File: src/rtl/kamacore_pkg.sv
// Shared types and constants for the kamacore pipeline stages.
package kamacore_pkg;

    localparam int CPU_WIDTH = 32;
    localparam logic [31:0] NOP_INSN = 32'h0000_0013;

    typedef struct packed {
        logic [31:0]          insn;
        logic [CPU_WIDTH-1:0] pc;
    } fetch_entry_t;

    function automatic logic [CPU_WIDTH-1:0] align_word(input logic [CPU_WIDTH-1:0] addr);
        return {addr[CPU_WIDTH-1:2], 2'b00};
    endfunction

endpackage

File: src/rtl/kamacore_pipeline_stage_if.sv
// Pipeline register bundle between two stages; the upstream stage is the master.
interface kamacore_pipeline_stage;
    import kamacore_pkg::*;

    logic [31:0]          instruction;
    logic [CPU_WIDTH-1:0] pc;
    logic                 valid;

    modport master (output instruction, output pc, output valid);
    modport slave  (input  instruction, input  pc, input  valid);

endinterface

File: src/rtl/kamacore_fetch_fifo.sv
// Small synchronous FIFO of fetched words; flush wins over push and pop.
module kamacore_fetch_fifo
    import kamacore_pkg::*;
#(
    parameter int DEPTH = 2
) (
    input  logic                     clk,
    input  logic                     rst,
    input  logic                     push,
    input  fetch_entry_t             push_data,
    input  logic                     pop,
    output fetch_entry_t             pop_data,
    input  logic                     flush,
    output logic [$clog2(DEPTH):0]   count,
    output logic                     empty,
    output logic                     full
);

    localparam int AW = (DEPTH > 1) ? $clog2(DEPTH) : 1;

    fetch_entry_t   mem [DEPTH];
    logic [AW-1:0]  rd_ptr;
    logic [AW-1:0]  wr_ptr;
    logic           do_push;
    logic           do_pop;

    assign empty    = (count == '0);
    assign full     = (count == ($clog2(DEPTH)+1)'(DEPTH));
    assign do_push  = push & ~full;
    assign do_pop   = pop & ~empty;
    assign pop_data = mem[rd_ptr];

    always_ff @(posedge clk) begin
        if (!rst || flush) begin
            rd_ptr <= '0;
            wr_ptr <= '0;
            count  <= '0;
        end else begin
            if (do_push) wr_ptr <= wr_ptr + AW'(1);
            if (do_pop)  rd_ptr <= rd_ptr + AW'(1);
            case ({do_push, do_pop})
                2'b10:   count <= count + 1'b1;
                2'b01:   count <= count - 1'b1;
                default: count <= count;
            endcase
        end
    end

    // Storage needs no reset; the pointers alone define what is valid.
    always_ff @(posedge clk) begin
        if (rst && !flush && do_push) mem[wr_ptr] <= push_data;
    end

endmodule

File: src/rtl/kamacore_stage_if.sv
// Instruction Fetch stage: owns the PC, issues credit-limited word fetches and feeds ID.
module kamacore_stage_if
    import kamacore_pkg::*;
#(
    parameter logic [CPU_WIDTH-1:0] RESET_PC   = '0,
    parameter int                   FIFO_DEPTH = 2
) (
    input  logic                 clk,
    input  logic                 rst,
    output logic                 imem_req_valid,
    input  logic                 imem_req_ready,
    output logic [CPU_WIDTH-1:0] imem_req_addr,
    input  logic                 imem_rsp_valid,
    input  logic [31:0]          imem_rsp_data,
    input  logic                 stall,
    input  logic                 redirect_valid,
    input  logic [CPU_WIDTH-1:0] redirect_pc,
    kamacore_pipeline_stage.master pipeline_if_id
);

    localparam int CW = $clog2(FIFO_DEPTH) + 1;

    logic [CPU_WIDTH-1:0] pc;
    logic [CPU_WIDTH-1:0] rsp_pc;
    logic [CW-1:0]        outstanding;
    logic [CW-1:0]        drop_cnt;
    logic [CW-1:0]        fifo_count;
    logic [CW:0]          in_use;
    logic                 fifo_empty;
    logic                 fifo_full;
    logic                 issue;
    logic                 dropping;
    logic                 push;
    logic                 pop;
    fetch_entry_t         push_entry;
    fetch_entry_t         head_entry;

    logic [31:0]          out_insn;
    logic [CPU_WIDTH-1:0] out_pc;
    logic                 out_valid;

    // Credits cover both buffered words and words still in flight, so the FIFO can never overflow.
    assign in_use         = {1'b0, outstanding} + {1'b0, fifo_count};
    assign imem_req_valid = rst & ~redirect_valid & (in_use < (CW+1)'(FIFO_DEPTH));
    assign imem_req_addr  = pc;
    assign issue          = imem_req_valid & imem_req_ready;
    assign dropping       = (drop_cnt != '0);
    assign push           = imem_rsp_valid & ~dropping & ~redirect_valid;
    assign pop            = ~redirect_valid & ~stall & ~fifo_empty;
    assign push_entry     = '{insn: imem_rsp_data, pc: rsp_pc};

    kamacore_fetch_fifo #(
        .DEPTH (FIFO_DEPTH)
    ) u_fifo (
        .clk       (clk),
        .rst       (rst),
        .push      (push),
        .push_data (push_entry),
        .pop       (pop),
        .pop_data  (head_entry),
        .flush     (redirect_valid),
        .count     (fifo_count),
        .empty     (fifo_empty),
        .full      (fifo_full)
    );

    // rsp_pc is the address of the next live response; responses come back in order.
    always_ff @(posedge clk) begin
        if (!rst) begin
            pc          <= RESET_PC;
            rsp_pc      <= RESET_PC;
            outstanding <= '0;
            drop_cnt    <= '0;
        end else begin
            case ({issue, imem_rsp_valid})
                2'b10:   outstanding <= outstanding + 1'b1;
                2'b01:   outstanding <= outstanding - 1'b1;
                default: outstanding <= outstanding;
            endcase
            if (redirect_valid) begin
                pc       <= align_word(redirect_pc);
                rsp_pc   <= align_word(redirect_pc);
                drop_cnt <= outstanding - CW'(imem_rsp_valid);
            end else begin
                if (issue)                     pc       <= pc + CPU_WIDTH'(4);
                if (push)                      rsp_pc   <= rsp_pc + CPU_WIDTH'(4);
                if (imem_rsp_valid && dropping) drop_cnt <= drop_cnt - 1'b1;
            end
        end
    end

    always_ff @(posedge clk) begin
        if (!rst) begin
            out_insn  <= NOP_INSN;
            out_pc    <= '0;
            out_valid <= 1'b0;
        end else if (redirect_valid || (!stall && fifo_empty)) begin
            out_insn  <= NOP_INSN;
            out_valid <= 1'b0;
        end else if (!stall) begin
            out_insn  <= head_entry.insn;
            out_pc    <= head_entry.pc;
            out_valid <= 1'b1;
        end
    end

    assign pipeline_if_id.instruction = out_insn;
    assign pipeline_if_id.pc          = out_pc;
    assign pipeline_if_id.valid       = out_valid;

endmodule

File: src/flat_wrapper.sv
// flat-port wrapper written by rule: the top's interface ports become plain ports
module kamacore_stage_if_flat import kamacore_pkg::*;
#(
    parameter logic [CPU_WIDTH-1:0] RESET_PC   = '0,
    parameter int                   FIFO_DEPTH = 2
)
  (clk, rst, imem_req_valid, imem_req_ready, imem_req_addr, imem_rsp_valid, imem_rsp_data, stall, redirect_valid, redirect_pc, pipeline_if_id_instruction, pipeline_if_id_pc, pipeline_if_id_valid);
  kamacore_pipeline_stage pipeline_if_id_i ();
  input  logic clk;
  input  logic rst;
  output logic imem_req_valid;
  input  logic imem_req_ready;
  output logic [CPU_WIDTH-1:0] imem_req_addr;
  input  logic imem_rsp_valid;
  input  logic [31:0] imem_rsp_data;
  input  logic stall;
  input  logic redirect_valid;
  input  logic [CPU_WIDTH-1:0] redirect_pc;
  output wire logic [$bits(pipeline_if_id_i.instruction)-1:0] pipeline_if_id_instruction;
  output wire logic [$bits(pipeline_if_id_i.pc)-1:0] pipeline_if_id_pc;
  output wire logic [$bits(pipeline_if_id_i.valid)-1:0] pipeline_if_id_valid;
  assign pipeline_if_id_instruction = pipeline_if_id_i.instruction;
  assign pipeline_if_id_pc = pipeline_if_id_i.pc;
  assign pipeline_if_id_valid = pipeline_if_id_i.valid;
  kamacore_stage_if #(.RESET_PC(RESET_PC), .FIFO_DEPTH(FIFO_DEPTH)) u_core (.clk(clk), .rst(rst), .imem_req_valid(imem_req_valid), .imem_req_ready(imem_req_ready), .imem_req_addr(imem_req_addr), .imem_rsp_valid(imem_rsp_valid), .imem_rsp_data(imem_rsp_data), .stall(stall), .redirect_valid(redirect_valid), .redirect_pc(redirect_pc), .pipeline_if_id(pipeline_if_id_i));
endmodule
File: config.mk
export PLATFORM = sky130hd
export DESIGN_NAME = kamacore_stage_if_flat
export DESIGN_NICKNAME = d
export VERILOG_FILES = /design/src/rtl/kamacore_pkg.sv /design/src/rtl/kamacore_pipeline_stage_if.sv /design/src/rtl/kamacore_fetch_fifo.sv /design/src/rtl/kamacore_stage_if.sv /design/src/flat_wrapper.sv
export SDC_FILE = /design/constraint.sdc
export NUM_CORES = 1
export LEC_CHECK = 0
export CORE_MARGIN = 2
export CORE_UTILIZATION = 54
export DETAILED_ROUTE_END_ITERATION = 10
export PLACE_DENSITY = 0.8
export SETUP_SLACK_MARGIN = 0.3
export SLEW_MARGIN = 20
export SYNTH_ARGS = -nofsm -noshare
export SYNTH_HDL_FRONTEND = slang
export SYNTH_HIERARCHICAL = 1
export SYNTH_SLANG_ARGS = --single-unit
File: constraint.sdc
create_clock -name clk -period 7.7 [get_ports clk]
set_clock_uncertainty 0.15 [all_clocks]
set_input_delay 1.155 -clock clk [delete_from_list [all_inputs] [get_ports clk]]
set_output_delay 1.155 -clock clk [all_outputs]
set_load 0.05 [all_outputs]
==> metrics.sh, run 1 <==
WORST_R2R_START='u_core/u_fifo/count[0]'
AVERAGE_VIAS_PER_PLACED_INSTANCE=5.584
FINAL_WL_UM=23380
CLK_ROOT_BUFFER_CELL='sky130_fd_sc_hd__clkbuf_16'
SINK_COUNT=262
WORSTREG2REGEND='u_core/imem_req_addr[29]'
HOLD_CLASS='flip-flop to flip-flop'
POWER_DENSITY_nW_PER_UM2=228.3
HOLDBUFCOUNTCTS=0
CLOCK_LATENCY_OF_THE_LATER_CLOCKED_REGISTER_IN_THE_WORST_SKEW_PAIR_NS=0.52
TOP_LEVEL_PORTS=168
REG2REGPATHDEPTH=7
LEAKAGEPOWER_uW=0.004523
WORST_IR_DROP_VDD_V=0.0002188
NETSW_uW=698.6
SHARE_SEQ_OF_TOTAL_POWER_PCT=50.9
CORE.ROWCOUNT=51
CP_DATA_ARRIVAL_TIME_NS=3.17
DRV_SLEW=0
CRIT_PATH_TOP_DELAY_CELL='sky130_fd_sc_hd__clkdlybuf4s50_1'
TIMING.FINAL.SETUP_VIOLATIONS=0
TIMING.FINAL.CRIT_PERIOD_NS=4.480
LAYOUT_COMMONEST_CELL='sky130_fd_sc_hd__clkdlybuf4s50_1'
MAXIMUM_NUMBER_OF_PINS_ON_ONE_NET_BEFORE_GLOBAL_ROUTE_REPAIR=78
STATUS='finished clean'
FINAL-SEQ-AREA_SQ_UM=6528
P_SW_SHARE_PCT=23.04
WORST_HOLD_PATH.NUM_CELLS=2
GLOBALPLACE.CONGESTION=0.8201
GR-USAGE-ALL-LAYERS_PCT=22.15
LAYOUT-AREA-OVERHEAD-VS-SYNTH_PCT=25.81
CRIT_BUF_INV=3
COMBINATIONALPOWERSHARE_PCT=8.3
TRITONCTS_BUFFERS=26
NNETSFINAL=1134
FP.DIEW_UM=143.8
DETAILEDPLACEMENTHPWL_UM=14960
SYNTHESIS.INSTANCES=898
DIE_HEIGHT_UM=143.8
CLKPWRFRAC_PCT=40.8
WORST_SLACK_NS=3.220
SYN_AREA_PER_CELL_SQ_UM=11.76
RSZ0062_AT_GRT='no'
LAYOUT.CELLS.MOST_COMMON_LIST='sky130_fd_sc_hd__clkdlybuf4s50_1 (162), sky130_fd_sc_hd__dfxtp_1 (133), sky130_fd_sc_hd__edfxtp_1 (128)'
YS_WARN_COUNT=6
PRE_REPAIR_DR_ITERATION_COUNT=5
CRIT_PATH_FREQUENT_CELL='sky130_fd_sc_hd__clkdlybuf4s50_1'
CP_NUM_CELLS=5
POST_ROUTE_CELLS_DRIVE_ABOVE_1_SHARE_PCT=12.72
TRITONCTS='yes'
BIGGEST_FANOUT_ALONG_THE_WORST_TIMING_PATH=41
LAYOUT_WORST_PATH_CYCLE_SHARE_PCT=58.18
SETUP.WORST_PATH.CLASS='primary input to output pin'
CLOCK.FMAX_MHz=223.2
SLEW-LIMIT-HEADROOM_PCT=26.71
TIGHTESTPINTRANSITION_NS=1.099
CRITICAL_PATH_END_TYPE='output pin'
FILL_CELLS=1397
TIMING_HOLD_VIOLATIONS_FINAL=0
CAP_VIOL_MAX_COUNT=0
INSERTEDDIODECOUNT=0
MULTI_INPUT_COMB_AREA_SQ_UM=3835
DRCVIOLATIONCOUNT=0
PORTBUFFERS=163
FP.COREAREA_SQ_UM=19330
NUMBER_OF_ANTENNA_VIOLATIONS_AT_THE_FIRST_CHECK_IN_GLOBAL_ROUTING=1
DIEAREA_SQ_UM=20690
WORST_SETUP_HOLD_PATH_CLK_SLEW_NS=0.06
INTERNAL_POWER_uW=2334
WORST-ENDPOINT-REQUIRED_NS=6.39
GRT_PASS1_WL_UM=36450
PATH_CELLS='clkdlybuf4s50_1 -> buf_4 -> nand2_1 -> nor3_1 -> clkdlybuf4s50_1'
POST-PLACE-WS_NS=3.209
HTREEDEPTH=1
TOTAL_VIA_COUNT_AFTER_DETAILED_ROUTING=7494
FIN_TOTAL_PWR_uW=3032
POST_SYNTH_INSTANCE_AREA_SQ_UM=10560
SLOWEST_DELAY_NS=0.85
GRT.OVERFLOW.TOTAL=0
HOLDWS_NS=0.3063
DRT_ITER0_DRC=647
FIRST_GLOBAL_VIAS=6939
SETUP_TNS_NS=0
CLK_PATH_BUF_DEPTH=3
REGTOREGSETUPSLACK_NS=4.32
FLOORPLAN.INITIALDENSITY_PCT=54.62
MIN_TO='u_core/pipeline_if_id.pc[4]'
DRT-WIRELENGTH-PER-CELL_UM=17.42
POSTCTSSETUPBUFFERS=0
DETAIL-ROUTE-ANTENNA-NETS=0
CRIT_FAMILY='buffers and inverters'
CRIT_PATH_START_KIND='primary input'
HOLD_START='u_core/pipeline_if_id.pc[4]'
CTS-RESIZED-GATES=0
-- worst max path at each step --
stage                         startpoint                       to  slack [ns]
after detailed placement  redirect_valid   u_core/u_fifo/count[1]        3.21
after global routing               stall   u_core/u_fifo/count[1]        3.09
after floorplan           redirect_valid  u_core/u_fifo/mem[0][0]        0.81
after global placement    redirect_valid   u_core/u_fifo/count[1]        3.20
after CTS                            rst           imem_req_valid        3.21
final                                rst           imem_req_valid        3.22
-- state kept, by name, summed over array words and instances (netlist names), 2 cells and up, named ones only --
name	cells
u_core/imem_req_addr	30
u_core/drop_cnt	2
u_core/pipeline_if_id.pc	32
u_core/outstanding	2
u_core/u_fifo/mem	128
u_core/u_fifo/count	2
u_core/pipeline_if_id.instruction	32
u_core/rsp_pc	30
-- through the flow --
step / utilization, % / std cells / area [sq um]
detailed placement: 64.29 / 1294 / 12430
finish: 68.71 / 1342 / 13290
floorplan: - / 903 / 10580
global placement: 64.29 / 1294 / 12430
global route: 68.71 / 1342 / 13290
CTS: 68.71 / 1342 / 13290
-- final cells by class --
type	instances	share of cell area (%)
repair buffers	172	12.75
flip-flops and latches	262	49.13
well taps	265	2.496
clock buffers	37	5.820
multi-input cells	584	28.87
clock inverters	11	0.6216
inverters	11	0.3108
-- layer usage --
| metal | routed length (um) | part of all wire, % | global-route usage (%) | vias to the layer above |
|---|---|---|---|---|
| met5 | 11 | 0.047 | 0 | - |
| met4 | 481 | 2.1 | 5.779 | 2 |
| met3 | 1451 | 6.2 | 3.332 | 46 |
| met2 | 11010 | 47 | 35.06 | 274 |
| met1 | 10430 | 45 | 32.16 | 3601 |
| li1 | - | - | - | 3571 |
-- worst reg2reg max path, stage by stage, from the launching register on --
cell                      delay [ns]
sky130_fd_sc_hd__dfxtp_1        0.42
sky130_fd_sc_hd__and2_1         0.17
sky130_fd_sc_hd__fa_1           0.46
sky130_fd_sc_hd__nor3b_2        0.75
sky130_fd_sc_hd__nand2_4        0.19
sky130_fd_sc_hd__or4_4          0.59
sky130_fd_sc_hd__or4_1          0.42
sky130_fd_sc_hd__a31oi_1        0.16
-- power groups by stage --
stage,Sequential [uW],Clock (uW),Combinational (uW)
after detailed placement,1570,0,250
after CTS,1540,1260,252
after floorplan,1610,0,103
after global routing,1550,1320,269
final,1540,1240,252
after global placement,1570,0,245
No activity file was read; power rests on OpenSTA's default activity.
==> inputs of run 2 (changes only) <==
Settings changed: CORE_UTILIZATION 54 to 48, PLACE_DENSITY 0.8 to 0.76.
Clock period 7.7 ns to 4 ns, I/O delays scaled along.
==> run 2 against run 1 <==
  * Flip-flop and latch count unchanged
  * Combinational power is 96% higher
  * Via count barely moved
  * Design area is 0.68% higher
  * Critical path type is now flip-flop to flip-flop
  * Highest routed layer is now met4
  * Setup slack worse by 2.2 ns
  * Sequential power increased by 93%
  * Final cell count is 1.8% higher
  * Global-route usage shrank 2.2 points
==> metrics.sh, run 2 (synthesis gave the netlist of run 1 again) <==
HOLD_START='u_core/pipeline_if_id.pc[29]'
SHARE_SEQ_OF_TOTAL_POWER_PCT=52.1  # +1.2 points
AVERAGE_VIAS_PER_PLACED_INSTANCE=5.487  # -1.7%
P_SW_SHARE_PCT=23.39  # +0.35 points
CLKPWRFRAC_PCT=39.2  # -1.6 points
REGISTERS.TOP_BY_FF_COUNT='u_core/u_fifo/mem'
FILL_CELLS=1698  # +22%
MULTI_INPUT_COMB_AREA_SQ_UM=3847  # +0.33%
WORST_SETUP_HOLD_PATH_CLK_SLEW_NS=0.06  # about the same
CLK_PATH_BUF_DEPTH=3  # unchanged
DRCVIOLATIONCOUNT=0  # unchanged
HOLD_CLASS='flip-flop to flip-flop'
CLOCK.FMAX_MHz=339.3
NNETSFINAL=1143  # +0.79%
DRT_ITER0_DRC=448  # -31%
POST_PLACE_CELL_AREA_SQ_UM=12590  # +1.3%
WORST_R2R_START='u_core/u_fifo/count[0]'
SLEW-LIMIT-HEADROOM_PCT=35.56  # +8.8 points
NUMBER_OF_ANTENNA_VIOLATIONS_AT_THE_FIRST_CHECK_IN_GLOBAL_ROUTING=0  # -1
HOLDBUFCOUNTCTS=0  # unchanged
CLK_ROOT_BUFFER_CELL='sky130_fd_sc_hd__clkbuf_16'
TRITONCTS_BUFFERS=27  # +3.8%
CAP_VIOL_MAX_COUNT=0  # unchanged
TIMING.FINAL.SETUP_VIOLATIONS=0  # unchanged
TOTAL_VIA_COUNT_AFTER_DETAILED_ROUTING=7495  # +0.013%
DETAIL-ROUTE-ANTENNA-NETS=0  # unchanged
REG2REGPATHDEPTH=8  # +1
LAYOUT_COMMONEST_CELL='sky130_fd_sc_hd__clkdlybuf4s50_1'
SETUP.WORST_PATH.CLASS='flip-flop to flip-flop'
DIE_HEIGHT_UM=152.3  # +5.9%
WORST_IR_DROP_VDD_V=0.0002863  # +31%
MIN_TO='u_core/pipeline_if_id.pc[29]'
POST_ROUTE_CELLS_DRIVE_ABOVE_1_SHARE_PCT=12.52  # -0.20 points
TIGHTESTPINTRANSITION_NS=0.9666  # -0.1327 ns
WORST-ENDPOINT-REQUIRED_NS=4.30  # -2.09 ns
COMBINATIONALPOWERSHARE_PCT=8.7  # +0.4 points
LAYOUT_WORST_PATH_CYCLE_SHARE_PCT=73.67
CRITICAL_PATH_END_TYPE='flip-flop'
POWER_DENSITY_nW_PER_UM2=425.6  # +86%
POSTCTSSETUPBUFFERS=0  # unchanged
RSZ0062_AT_GRT='no'
DETAILEDPLACEMENTHPWL_UM=15990  # +6.9%
CRIT_PATH_START_KIND='flip-flop'
MAXIMUM_NUMBER_OF_PINS_ON_ONE_NET_BEFORE_GLOBAL_ROUTE_REPAIR=78  # unchanged
DRT-WIRELENGTH-PER-CELL_UM=17.48  # +0.30%
WORST_HOLD_PATH.NUM_CELLS=2  # unchanged
GRT_PASS1_WL_UM=37940  # +4.1%
REGTOREGSETUPSLACK_NS=1.05  # -3.27 ns
GR-USAGE-ALL-LAYERS_PCT=19.96  # -2.2 points
SINK_COUNT=262  # unchanged
GLOBALPLACE.CONGESTION=0.8830  # +7.7%
TOP_LEVEL_PORTS=168  # unchanged
FP.DIEW_UM=152.3  # +5.9%
HTREEDEPTH=1  # unchanged
CRITPATHLAUNCH='u_core/u_fifo/count[0]'
TRITONCTS='yes'
LARGEST_REGISTER_FFS=128  # unchanged
LEAKAGEPOWER_uW=0.004553  # +0.67%
CTS-RESIZED-GATES=0  # unchanged
CORE.ROWCOUNT=54  # +5.9%
WORSTREG2REGEND='u_core/imem_req_addr[11]'
FLOORPLAN.INITIALDENSITY_PCT=48.69  # -5.9 points
LAYOUT.CELLS.MOST_COMMON_LIST='sky130_fd_sc_hd__clkdlybuf4s50_1 (161), sky130_fd_sc_hd__dfxtp_1 (133), sky130_fd_sc_hd__edfxtp_1 (128)'
NETSW_uW=1332  # +91%
FINAL_DESIGN_AREA_NO_FILL_SQ_UM=13380  # +0.68%
FIN_TOTAL_PWR_uW=5693  # +88%
FIRST_GLOBAL_VIAS=7304  # +5.3%
FINAL_WL_UM=23870  # +2.1%
STATUS='finished clean'
INSERTEDDIODECOUNT=0  # unchanged
TIMING_HOLD_VIOLATIONS_FINAL=0  # unchanged
FP.COREAREA_SQ_UM=21690  # +12%
TIMING.FINAL.CRIT_PERIOD_NS=2.947
BIGGEST_FANOUT_ALONG_THE_WORST_TIMING_PATH=11  # -73%
FINAL-SEQ-AREA_SQ_UM=6528  # unchanged
PORTBUFFERS=163  # unchanged
PRE_REPAIR_DR_ITERATION_COUNT=5  # unchanged
CLOCK_LATENCY_OF_THE_LATER_CLOCKED_REGISTER_IN_THE_WORST_SKEW_PAIR_NS=0.52  # about the same
FINISH.UTILIZATION_PCT=61.67  # -7.0 points
INTERNAL_POWER_uW=4361  # +87%
LAYOUT-AREA-OVERHEAD-VS-SYNTH_PCT=26.66
GRT.OVERFLOW.TOTAL=0  # unchanged
DRV_SLEW=0  # unchanged
CP_DATA_ARRIVAL_TIME_NS=3.25  # +0.08 ns
DIEAREA_SQ_UM=23200  # +12%
==> run 2: metal layers <==
layer | GRT usage (%) | part of all wire, %
met2 | 32.58 | 46
met1 | 27.94 | 45
met3 | 3.584 | 6.9
met5 | 0 | 0
met4 | 4.717 | 1.3
==> run 2: cell type report <==
class                   instances  area share, %
flip-flops and latches        262          48.80
repair buffers                180          13.66
well taps                     280          2.619
inverters                      11         0.3087
multi-input cells             584          28.77
clock inverters                 8         0.3274
clock buffers                  41          5.519
==> run 2: how the worst max path moves through the flow <==
| stage | slack, ns | to |
|---|---|---|
| 6_report | 1.05 | u_core/imem_req_addr[11] |
| 3_5_place_dp | 0.79 | u_core/u_fifo/mem[0][38] |
| 2_1_floorplan | -0.39 | u_core/u_fifo/mem[0][0] |
| 3_3_place_gp | 0.82 | u_core/u_fifo/mem[0][38] |
| 5_1_grt | 0.87 | u_core/imem_req_addr[29] |
| 4_1_cts | 1.02 | u_core/imem_req_addr[11] |
==> run 2: stage by stage <==
stage          std cells  hold WS (ns)  TNS (ns)  setup slack (ns)
5_1_grt             1366        0.3256         0            0.8709
3_5_place_dp        1317        0.2970         0            0.7937
3_3_place_gp        1317        0.2872         0            0.8249
2_1_floorplan        903        0.3172    -49.40           -0.3860
4_1_cts             1366        0.3048         0             1.022
6_report            1366        0.3025         0             1.053
==> run 2: worst max-delay path: stages (launching register included) <==
cell and delay [ns]:
sky130_fd_sc_hd__dfxtp_1 0.44, sky130_fd_sc_hd__and2_1 0.18, sky130_fd_sc_hd__fa_1 0.46, sky130_fd_sc_hd__nor3b_2 0.19, sky130_fd_sc_hd__buf_4 0.22, sky130_fd_sc_hd__nand2_4 0.12, sky130_fd_sc_hd__nor4_1 0.58, sky130_fd_sc_hd__mux2_2 0.40
sky130_fd_sc_hd__a21oi_1 0.14
==> run 2: power by group through the flow <==
stage / Combinational [uW] / Sequential, uW / Clock (uW)
floorplan: 200 / 3100 / 0
global placement: 486 / 3020 / 0
detailed placement: 492 / 3020 / 0
CTS: 495 / 2970 / 2290
global route: 530 / 2980 / 2390
finish: 495 / 2970 / 2230
